**src/rtl/fade_pkg.sv**
```systemverilog
// Shared types and constants for the fade-period sequencer.
package fade_pkg;

    localparam int PERIOD_W = 3;
    localparam logic [PERIOD_W-1:0] PERIOD_MIN = 3'd1;
    localparam logic [PERIOD_W-1:0] PERIOD_MAX = 3'd7;

    typedef enum logic [1:0] {
        RESTART,
        DWELL,
        PAUSE
    } state_t;

    // 7 wraps to 1 so that period 0 can never be produced
    function automatic logic [PERIOD_W-1:0] next_period(
        input logic [PERIOD_W-1:0] p
    );
        return (p >= PERIOD_MAX) ? PERIOD_MIN : p + 1'b1;
    endfunction

endpackage

```
**src/rtl/fade_sequencer_step_debouncer.sv**
```systemverilog
// Button synchroniser, debouncer and press classifier.
// FADE_SEQ_PAUSE_EN selects release-based skip plus long-press toggle.
module step_debouncer #(
    parameter int DEBOUNCE_TICKS = 1000,
    parameter int LONG_TICKS     = 100000
) (
    input  logic clock,
    input  logic reset,
    input  logic button,
    output logic skip,
    output logic toggle
);

    localparam int DBW = (DEBOUNCE_TICKS > 1) ? $clog2(DEBOUNCE_TICKS) : 1;
    localparam logic [DBW-1:0] DB_LAST = DBW'(DEBOUNCE_TICKS - 1);

    logic           sync1;
    logic           sync2;
    logic           level;
    logic [DBW-1:0] db_cnt;
    logic           settle;

    assign settle = (sync2 != level) && (db_cnt == DB_LAST);

    always_ff @(posedge clock) begin
        if (reset) begin
            sync1  <= 1'b0;
            sync2  <= 1'b0;
            level  <= 1'b0;
            db_cnt <= '0;
        end else begin
            sync1 <= button;
            sync2 <= sync1;
            if (sync2 == level) begin
                db_cnt <= '0;
            end else if (settle) begin
                db_cnt <= '0;
                level  <= sync2;
            end else begin
                db_cnt <= db_cnt + 1'b1;
            end
        end
    end

`ifdef FADE_SEQ_PAUSE_EN
    localparam int HW = $clog2(LONG_TICKS + 1);
    localparam logic [HW-1:0] HOLD_MAX = HW'(LONG_TICKS);

    logic [HW-1:0] hold;

    // A hold that reached HOLD_MAX already toggled, so its release is silent
    always_ff @(posedge clock) begin
        if (reset) begin
            hold   <= '0;
            skip   <= 1'b0;
            toggle <= 1'b0;
        end else begin
            if (!level)
                hold <= '0;
            else if (hold != HOLD_MAX)
                hold <= hold + 1'b1;
            toggle <= level && !settle && (hold == HOLD_MAX - 1'b1);
            skip   <= level && settle && (hold != HOLD_MAX);
        end
    end
`else
    logic long_unused;

    assign long_unused = (LONG_TICKS > 0);
    assign toggle      = 1'b0;

    always_ff @(posedge clock) begin
        if (reset)
            skip <= 1'b0;
        else
            skip <= settle && !level;
    end
`endif

endmodule

```
**src/rtl/fade_sequencer.sv**
```systemverilog
// Steps the fade period 1..7 on a dwell timer with restart pulses.
// FADE_SEQ_PAUSE_EN adds long-press pause/resume.
module fade_sequencer
    import fade_pkg::*;
#(
    parameter int DWELL_TICKS    = 50000,
    parameter int DEBOUNCE_TICKS = 1000,
    parameter int LONG_TICKS     = 100000
) (
    input  logic                clock,
    input  logic                reset,
    input  logic                io_button,
    output logic [PERIOD_W-1:0] io_realPeriod,
    output logic                io_fadeRestart,
    output logic                io_paused
);

    localparam int CW = (DWELL_TICKS > 1) ? $clog2(DWELL_TICKS) : 1;
    localparam logic [CW-1:0] CNT_LAST = CW'(DWELL_TICKS - 1);

    state_t              state;
    logic [CW-1:0]       cnt;
    logic [PERIOD_W-1:0] period;
    logic                restart;
    logic                pause_flag;
    logic                skip;
    logic                toggle;

    step_debouncer #(
        .DEBOUNCE_TICKS(DEBOUNCE_TICKS),
        .LONG_TICKS    (LONG_TICKS)
    ) u_deb (
        .clock (clock),
        .reset (reset),
        .button(io_button),
        .skip  (skip),
        .toggle(toggle)
    );

`ifndef FADE_SEQ_PAUSE_EN
    assign pause_flag = 1'b0;
`endif

    // RESTART with restart low only happens right after reset: arm the pulse
    always_ff @(posedge clock) begin
        if (reset) begin
            state   <= RESTART;
            cnt     <= '0;
            period  <= PERIOD_MIN;
            restart <= 1'b0;
`ifdef FADE_SEQ_PAUSE_EN
            pause_flag <= 1'b0;
`endif
        end else begin
`ifdef FADE_SEQ_PAUSE_EN
            if (toggle && state != RESTART)
                pause_flag <= !pause_flag;
`endif
            unique case (state)
                RESTART: begin
                    cnt <= '0;
                    if (!restart) begin
                        restart <= 1'b1;
                    end else begin
                        restart <= 1'b0;
                        state   <= pause_flag ? PAUSE : DWELL;
                    end
                end
                DWELL: begin
                    if (skip || cnt == CNT_LAST) begin
                        period  <= next_period(period);
                        restart <= 1'b1;
                        state   <= RESTART;
                    end else if (toggle) begin
                        state <= PAUSE;
                    end else begin
                        cnt <= cnt + 1'b1;
                    end
                end
                PAUSE: begin
                    if (skip) begin
                        period  <= next_period(period);
                        restart <= 1'b1;
                        state   <= RESTART;
                    end else if (toggle) begin
                        state <= DWELL;
                    end
                end
                default: state <= RESTART;
            endcase
        end
    end

    assign io_realPeriod  = period;
    assign io_fadeRestart = restart;
    assign io_paused      = pause_flag;

endmodule

```
**config.mk**
```make
export PLATFORM = sky130hd
export DESIGN_NAME = fade_sequencer
export DESIGN_NICKNAME = d
export VERILOG_FILES = /design/src/rtl/fade_pkg.sv /design/src/rtl/fade_sequencer_step_debouncer.sv /design/src/rtl/fade_sequencer.sv
export SDC_FILE = /design/constraint.sdc
export NUM_CORES = 1
export LEC_CHECK = 0
export CELL_PAD_IN_SITES_DETAIL_PLACEMENT = 1
export CELL_PAD_IN_SITES_GLOBAL_PLACEMENT = 1
export CORE_MARGIN = 5
export CORE_UTILIZATION = 45
export DETAILED_ROUTE_END_ITERATION = 8
export DONT_BUFFER_PORTS = 1
export PLACE_DENSITY_LB_ADDON = 0.1
export SYNTH_ARGS = -nofsm -noshare
export SYNTH_HDL_FRONTEND = slang
export SYNTH_SLANG_ARGS = --single-unit
```
**constraint.sdc**
```tcl
create_clock -name clock -period 4.25 [get_ports clock]
set_input_delay 1.275 -clock clock [delete_from_list [all_inputs] [get_ports clock]]
set_output_delay 1.275 -clock clock [all_outputs]
set_load 0.005 [all_outputs]
```
# ---- Word level (Yosys, flattened, before mapping)
# Cells that the tools add are included.
# Widths: inputs -> output; s select.
dict set report totals {
  word_cells 52
  inputBits 3
  reg_bits 36
}
dict set report classes {
  n_lt_le_gt_ge 1
  muxes 14
  n_reduce_logical 14
  eq_ne 10
  add_sub_neg 3
  n_bitwise 1
}
# op n
set op_table {}
lappend op_table {{$pmux 16 s2} 1}
lappend op_table {{$add 16x1->16 const B} 1}
lappend op_table {{$eq 16x16->1 const B} 1}
lappend op_table {{$mux 16} 1}
lappend op_table {{$add 10x1->10 const B} 1}
lappend op_table {{$eq 10x10->1 const B} 1}
lappend op_table {{$mux 3} 3}
lappend op_table {{$reduce_and 3->1} 3}
lappend op_table {{$mux 2} 3}
lappend op_table {{$ne 2x2->1 const B} 3}
lappend op_table {{$pmux 2 s3} 1}
lappend op_table {{$pmux 3 s2} 1}
lappend op_table {{$reduce_and 2->1} 2}
lappend op_table {{$reduce_bool 2->1} 2}
lappend op_table {{$add 3x1->3 const B} 1}
lappend op_table {{$ge 3x3->1 const B} 1}
lappend op_table {{$mux 1} 3}
lappend op_table {{$pmux 1 s3} 1}
lappend op_table {{$reduce_bool 3->1} 1}
lappend op_table {{$reduce_or 3->1} 1}
lappend op_table {{$eq 2x1->1 const B} 1}
lappend op_table {{$eq 2x2->1 const B} 1}
lappend op_table {{$logic_and 1x1->1} 2}
lappend op_table {{$logic_not 2->1} 1}
lappend op_table {{6 further kinds} 6}

# ---- Longest topological paths before layout
dict set report logic_depth {
  depth_word 4
  depth_mapped 6
}

# ---- Hierarchy
# A second synthesis with hierarchy kept.
dict set report hier_totals {
  cells_unflattened 249
  hier_area_um2 2075.7
}
# module area_per_inst_um2 cells_each seq_area_each_um2 instances
set by_module_without_submodules {}
lappend by_module_without_submodules {fade_sequencer 1488.9 187 440.4 1}
lappend by_module_without_submodules {step_debouncer 586.8 62 280.3 1}

# ---- Least setup slack after synthesis
# OpenSTA, ideal clock, no wires.
dict set report synth_timing {
  path_kind {input port to flip-flop}
  start {input reset}
  end {register cnt[2]}
  t_arrival_ns 2.099
  t_required_ns 4.134
  path_stages 6
  setup_slack_ns 2.035
  cell_sequence {clkbuf_1 > nor2b_1 > clkbuf_1 > nand2_1 > a21oi_1 > a31o_2}
}
# element line
set synth_rtl {}
lappend synth_rtl {{from (decl)} fade_sequencer.sv:11} ;# input logic reset,
lappend synth_rtl {{to (signal assigned)} fade_sequencer.sv:77} ;# cnt <= cnt + 1'b1;
lappend synth_rtl {{to (decl)} fade_sequencer.sv:22} ;# logic [CW-1:0] cnt;

# ---- Final worst setup path
dict set report layout_timing {
  start {register cnt[0]}
  end {register cnt[2]}
}
dict set report layout_between {
  elab_chain_cells 4
  elab_cells_between_ends 7
  cone_classes {add/sub (1); eq/ne (2); mux (2); reduce/logical (2)}
}
# element
set layout_lines {}
lappend layout_lines {{branches (longest 4 deep; another with $add 16x1->16)}}
# Several ways; the timed one is not identified. The select of a mux whose other input is x is not followed.
# A chain may end at the register's enable or synchronous reset.

==> impl_metrics.tcl <==
set metrics [dict create \
    avgSynthCellArea_um2 8.836 \
    synthCells 178 \
    avgRoutedWirePerCell_um 13.50 \
    fin_util_pct 49.14 \
    yosys.area_share.simple_pct 28.88 \
    grt_pass1_wl_um 5644 \
    cp_data_required_time_ns 4.50 \
    grt_overflow 0 \
    syn-cell-area_um2 1573 \
    pwr-share-clk_pct 32.4 \
    crit_arrival_ns 2.44 \
    ant_nets 0 \
    path_delay_family "compound AO/OA/AOI/OAI gates" \
    max_freq_mhz 457.6 \
    drive_gt1_share_pct 8.380 \
    gp_congestion 0.7988 \
    period_share_pct 51.42 \
    grt_pass1_vias 1222 \
    sw_frac_of_total_pct 24.75 \
    yosys_warnings 0 \
    cp_slowest_cell "a41oi_1" \
    regArea_um2 700.7 \
    ys_top_cells_by_area "dfxtp_1 (45%), xnor2_1 (7.2%), nor2_1 (5.5%)" \
    clock-root-buffer "clkbuf_4" \
    cts_tree "built" \
    vias_per_cell 5.396 \
    final_nets 185 \
    area_growth_syn_to_layout_pct 5.092 \
    antenna_found_initial 0 \
    fp.dieW_um 69.12 \
    start_util_pct 46.76 \
    ys_seq_area_share_pct 44.55 \
    worstPathCellList "ha_1 -> and3_2 -> a41oi_1 -> a21oi_1 -> a31o_2" \
    grt_start_max_net_pins 15 \
    setup_viol 0 \
    dp.final_hpwl_um 2236 \
    die_h_um 69.12 \
    synth_compound_area_share_pct 9.228 \
    cp_max_fo 14 \
    tightest_slew_ns 1.073 \
    synth_largest_area_cell "dfxtp_1" \
    vias 1214 \
    relSlewSlack_pct 27.56 \
    startpoint_type "flop" \
    p_leak_uw 0.0005476 \
    row_count 21 \
    fin_skew_ns 0.01188 \
    synthXorXnorAreaFrac_pct 9.467 \
    finalWirelength_um 3038 \
    ir_drop_mv 0.1976 \
    clk_pin_slew_ns 0.11 \
    finalCriticalPeriod_ns 2.185 \
    endpoint_kind "flop" \
    clk_latency_ns 0.34 \
    clock-sinks 35 \
    multi_input_area_um2 822.0 \
    synth_seq_cells 35 \
    cts_buffers 5 \
    switching_power_uw 133.7 \
    drc 0 \
    hold_viol_final 0 \
    fp.coreArea_um2 3363 \
    p_comb_share_pct 4.4 \
    die-area_um2 4778 \
    clockBufferDepth 2 \
    synth.area.mux_share_pct 1.273 \
    cp.depth 5 \
    drt_pass1_iterations 4 \
    synthesis.nets 185 \
    htree_levels 2 \
    cts_resized 0 \
    critPathMaxStageDelay_ns 0.81 \
    pwr-share-seq_pct 63.2 \
    synthAdderAreaFrac_pct 3.182 \
    fillers 420 \
    crit_type "reg2reg" \
    synth_top_family_by_area "simple AND/OR/NAND/NOR gates" \
    synth_cell_types 38 \
    p_int_uw 406.5 \
    synthDominantCellAreaShare_pct 44.55 \
    r2r_cells 5 \
    rsz0062_at_grt "no" \
    ios 8 \
    n_antenna_cell 0 \
    hold_depth 1 \
    tns_ns 0 \
    critPathBufInv 0 \
    postCtsHoldBufs 0 \
    grt.total_usage_pct 14.51 \
    hp-class "reg2reg" \
    drv_slew 0 \
    power.density_nw_per_um2 326.8 \
    maxCapViolations 0 \
    cts_setup_buffers 0 \
    port_buffers 0 \
    status "complete, no violations" \
    first_iter_violations 73 \
]
-- metal layers --
metal | GRT usage (%) | vias up | share of wire, % | wire [um]
met4 | 7.158 | 0 | 1.9 | 58
met3 | 4.651 | 7 | 4.5 | 137
li1 | - | 618 | - | -
met1 | 18.77 | 569 | 49 | 1479
met2 | 21.61 | 20 | 45 | 1363
met5 | 0 | - | 0 | 0
-- state kept, by name, summed over array words and instances, names as in the netlist --
register,count
cnt,16
io_fadeRestart,1
io_realPeriod,3
state,1
u_deb.db_cnt,10
u_deb.level,1
u_deb.skip,1
u_deb.sync1,1
u_deb.sync2,1
-- worst reg2reg max path, stage by stage, from the launching register on --
cell	delay, ns
dfxtp_1	0.39
ha_1	0.27
and3_2	0.22
a41oi_1	0.81
a21oi_1	0.16
a31o_2	0.25
-- power groups by stage --
stage	clock network [uW]	registers [uW]	logic, uW
2_1_floorplan	0	347	21.9
3_3_place_gp	0	348	23.7
3_5_place_dp	0	349	24.4
4_1_cts	186	341	24.7
5_1_grt	200	343	27.9
6_report	175	341	24.0
-- stage by stage --
| step | hold WS, ns | instance area [um2] | total power, uW | setup slack, ns | std cells |
|---|---|---|---|---|---|
| 3_3_place_gp | 0.4261 | 1599 | 372.0 | 1.800 | 217 |
| 6_report | 0.4532 | 1653 | 540.2 | 2.065 | 225 |
| 5_1_grt | 0.4665 | 1653 | 571.0 | 1.788 | 225 |
| 3_5_place_dp | 0.4348 | 1599 | 373.1 | 1.737 | 217 |
| 4_1_cts | 0.4563 | 1653 | 551.9 | 2.047 | 225 |
| 2_1_floorplan | 0.4138 | 1573 | 368.6 | 2.035 | 178 |
-- kinds of logic (layout without fill, tap and decap cells) --
kind of cell | after synthesis | after routing
other cells | 1 | 1
flops | 35 | 35
mux | 2 | 2
fa+ha+maj | 4 | 4
buf+inv | 12 | 13
compound gates | 22 | 22
simple gates | 85 | 85
xor+xnor | 17 | 17
-- path summary, 6_finish.rpt --
path / startpoint / to / slack (ns)
worst min register to register: u_deb.db_cnt[0] / u_deb.db_cnt[0] / 0.45
worst max register to register: cnt[0] / cnt[2] / 2.06
worst min-delay path: u_deb.db_cnt[0] / u_deb.db_cnt[0] / 0.45
worst max-delay path: cnt[0] / cnt[2] / 2.06
-- cells in the mapped netlist, drive strengths merged --
master,instances
conb,1
clkbuf,5
dfxtp,35
o211ai,2
xor2,4
mux2i,2
nor2b,4
inv,5
buf,2
a41oi,1
a211oi,1
ha,4
nor3,7
nand3b,3
a22o,1
or4,3
nand4,6
nor2,23
nand2,14
a311oi,1
or3,3
and2,1
nand3,6
xnor2,13
nand2b,5
o21ai,5
and4b,1
o21ba,1
and3,2
nor4b,3
nor4,4
a21oi,7
a31o,3
-- placed cells by master (no fill, tap or decap), types with 2 or more instances in the layout --
master / n
a21oi_1: 7
nand2_1: 14
a31o_2: 3
or3_1: 2
mux2i_1: 2
nand2b_1: 5
nor2_1: 23
nand4_1: 5
nor3_1: 7
ha_1: 4
o211ai_1: 2
o21ai_0: 5
nor4_1: 4
nor4b_1: 3
xnor2_1: 13
nor2b_1: 4
dfxtp_1: 35
nand3b_1: 3
clkbuf_4: 5
or4_1: 2
xor2_1: 4
nand3_1: 6
inv_1: 5
-- final cells by class --
cell class	count	share of cell area [%]
flip-flops and latches	35	42.39
multi-input cells	131	49.73
clock buffers	6	2.498
inverters	5	1.136
clock inverters	2	0.7570
well taps	46	3.482
No activity file was read; power rests on OpenSTA's default activity.
==> patch (config.mk and constraints unchanged) <==
Re-encode `state_t` (3 states) as one-hot, 3 bits wide.
--- a/src/rtl/fade_pkg.sv
+++ b/src/rtl/fade_pkg.sv
@@ -5,10 +5,10 @@
     localparam logic [PERIOD_W-1:0] PERIOD_MIN = 3'd1;
     localparam logic [PERIOD_W-1:0] PERIOD_MAX = 3'd7;
 
-    typedef enum logic [1:0] {
-        RESTART,
-        DWELL,
-        PAUSE
+    typedef enum logic [2:0] {
+        RESTART = 3'b001,
+        DWELL   = 3'b010,
+        PAUSE   = 3'b100
     } state_t;
 
     // 7 wraps to 1 so that period 0 can never be produced
Check against the original RTL: no difference found for any inputs over 10 cycles, from zero or initial values and one cycle with reset high; not proved beyond that.
==> patch against the original RTL <==
Power up 17%; global-route usage rose by 2.5 points; sequential cell count increased by 1; first-iteration DRC count fell by 58%; worst setup slack got worse by 0.14 ns; final cell count increased by 11%; highest routed layer unchanged; critical path depth up 1; final area is 11% higher; wire length grew 27%; synthesized area increased by 8.6%.
==> patch: results (changes against the original RTL) <==
For the number of resized instances in the post-cts repair step, the log shows 0 (unchanged). The run gives 0 (unchanged) as the number of warnings reported in the yosys synthesis log. The tools report the tightest slew margin relative to the limit as 56.5% (+29 points).

Share of the synthesized netlist area taken by xor and xnor gates: 8.21% (-1.3 points). The number of filler instances in the final layout is 445 (+6.0%), and the maximum fanout encountered on the critical timing path is 12 (-2). The fraction of the mapped netlist area in adder cells came out at 2.93% (-0.25 points). The tools report the portion of the post-synthesis area used by sequential elements as 42.2% (-2.4 points). The slowest stage of the critical path is the nor4_4 cell. The logs give 228 uV (+16%) for the maximum vdd ir drop and 0 (unchanged) for the number of antenna violations at the first check in global routing. The number of input and output port buffers inserted is 0 (unchanged), and the post-DP HPWL is 2830 um (+27%). The proportion of synthesized area in mux cells is 1.76% (+0.49 points). For the pre-CTS worst setup slack, the log shows 1.96 ns (+0.225 ns). H-tree depth: 2 (unchanged).

The tools report the placer congestion estimate as 0.888 (+11%). The delay of the slowest cell on the worst path works out to 0.61 ns (-0.20 ns). CTS placed an instance of clkbuf_8 at the clock tree root.

By count the netlist is led by dfxtp_1, nor2_1, nand2_1. The number of DRC violations after detailed-routing iteration 0 is 31 (-58%), and the total number of vias is 1371 (+13%). After synthesis, the cell types taking the most area are dfxtp_1, nor2_1, xnor2_1. The run gives 2.50 ns (+0.06 ns) as the signal arrival time at the worst endpoint. Via count of the first global-routing pass: 1485 (+22%). More flip-flops sit in one register than any other, and that register is cnt.

The number of search-and-repair iterations in the first detailed-routing pass was 4 (unchanged); the setup TNS after final layout was 0 ns (unchanged). For the gate count after technology mapping, the log shows 198 (+11%). The routed wire length is 3860 um (+27%), and the clock network area share is 5.05% (+1.8 points). The clock latency at the later pin of the worst-skew pair is 0.28 ns (-0.06 ns), and the multi-input logic portion of the cell area is 51.3% (+1.6 points). The clock tree skew after final layout is 0.00234 ns (-0.00954 ns), and the sequential share of cell area is 39.3% (-3.1 points). The share of final-layout standard cells stronger than drive strength 1 was 7.96% (-0.42 points); the number of nets in the layout was 207 (+12%). The number of distinct library cells after synthesis came out at 45 (+18%). For the number of buffers on the longest clock path, the log shows 2 (unchanged). The sequential cell count of the final layout was 36 (+2.9%); the static power due to leakage was 0.000659 uW (+20%). The run finished with clean final reports. The clock transition time at the flip-flop clock pins of the worst setup and hold paths is 0.07 ns (-0.04 ns), and the antenna cell count is 0 (unchanged). The total routing usage reported by global routing was 17.0% (+2.5 points). The fraction of the mapped netlist area in compound gates was 7.84% (-1.4 points); the count of multi-input gates was 152 (+16%).

In this design, the largest share of critical-path delay is due to simple AND/OR/NAND/NOR gates. The relative area of non-clock buffer cells in the final design came out at 0% (unchanged). The logs give 7030 um (+25%) for the global-route wire length before repair and 22 (+7) for the pin count of the biggest net entering global routing. The flip-flop count of the largest register after layout is 16 (unchanged).
==> patch: final timing paths <==
path / start / end / slack [ns] / cells past startpoint
worst max-delay path: cnt[1] / cnt[13] / 1.92 / 6
worst min-delay path: u_deb.sync1 / u_deb.sync2 / 0.45 / 1
worst max register to register: cnt[1] / cnt[13] / 1.92 / 6
worst min register to register: u_deb.sync1 / u_deb.sync2 / 0.45 / 1
==> patch: metrics by stage <==
stage	instances	power (uW)	cell area, um2
2_1_floorplan	198	386	1710
3_3_place_gp	241	390	1740
3_5_place_dp	241	393	1740
4_1_cts	249	640	1830
5_1_grt	249	664	1830
6_report	249	632	1830
==> patch: where the power goes <==
group          internal, uW  total (uW)  leakage, uW  switching, uW
logic                  11.1        32.9     0.000317           21.8
registers               344         352     0.000291           8.21
clock network           129         247    0.0000510            118
==> patch: routing by layer <==
metal	global-route usage (%)	share of wire, %
met5	0	0
met4	6.47	2.0
met3	4.77	2.8
met2	26.9	47
met1	22.0	48
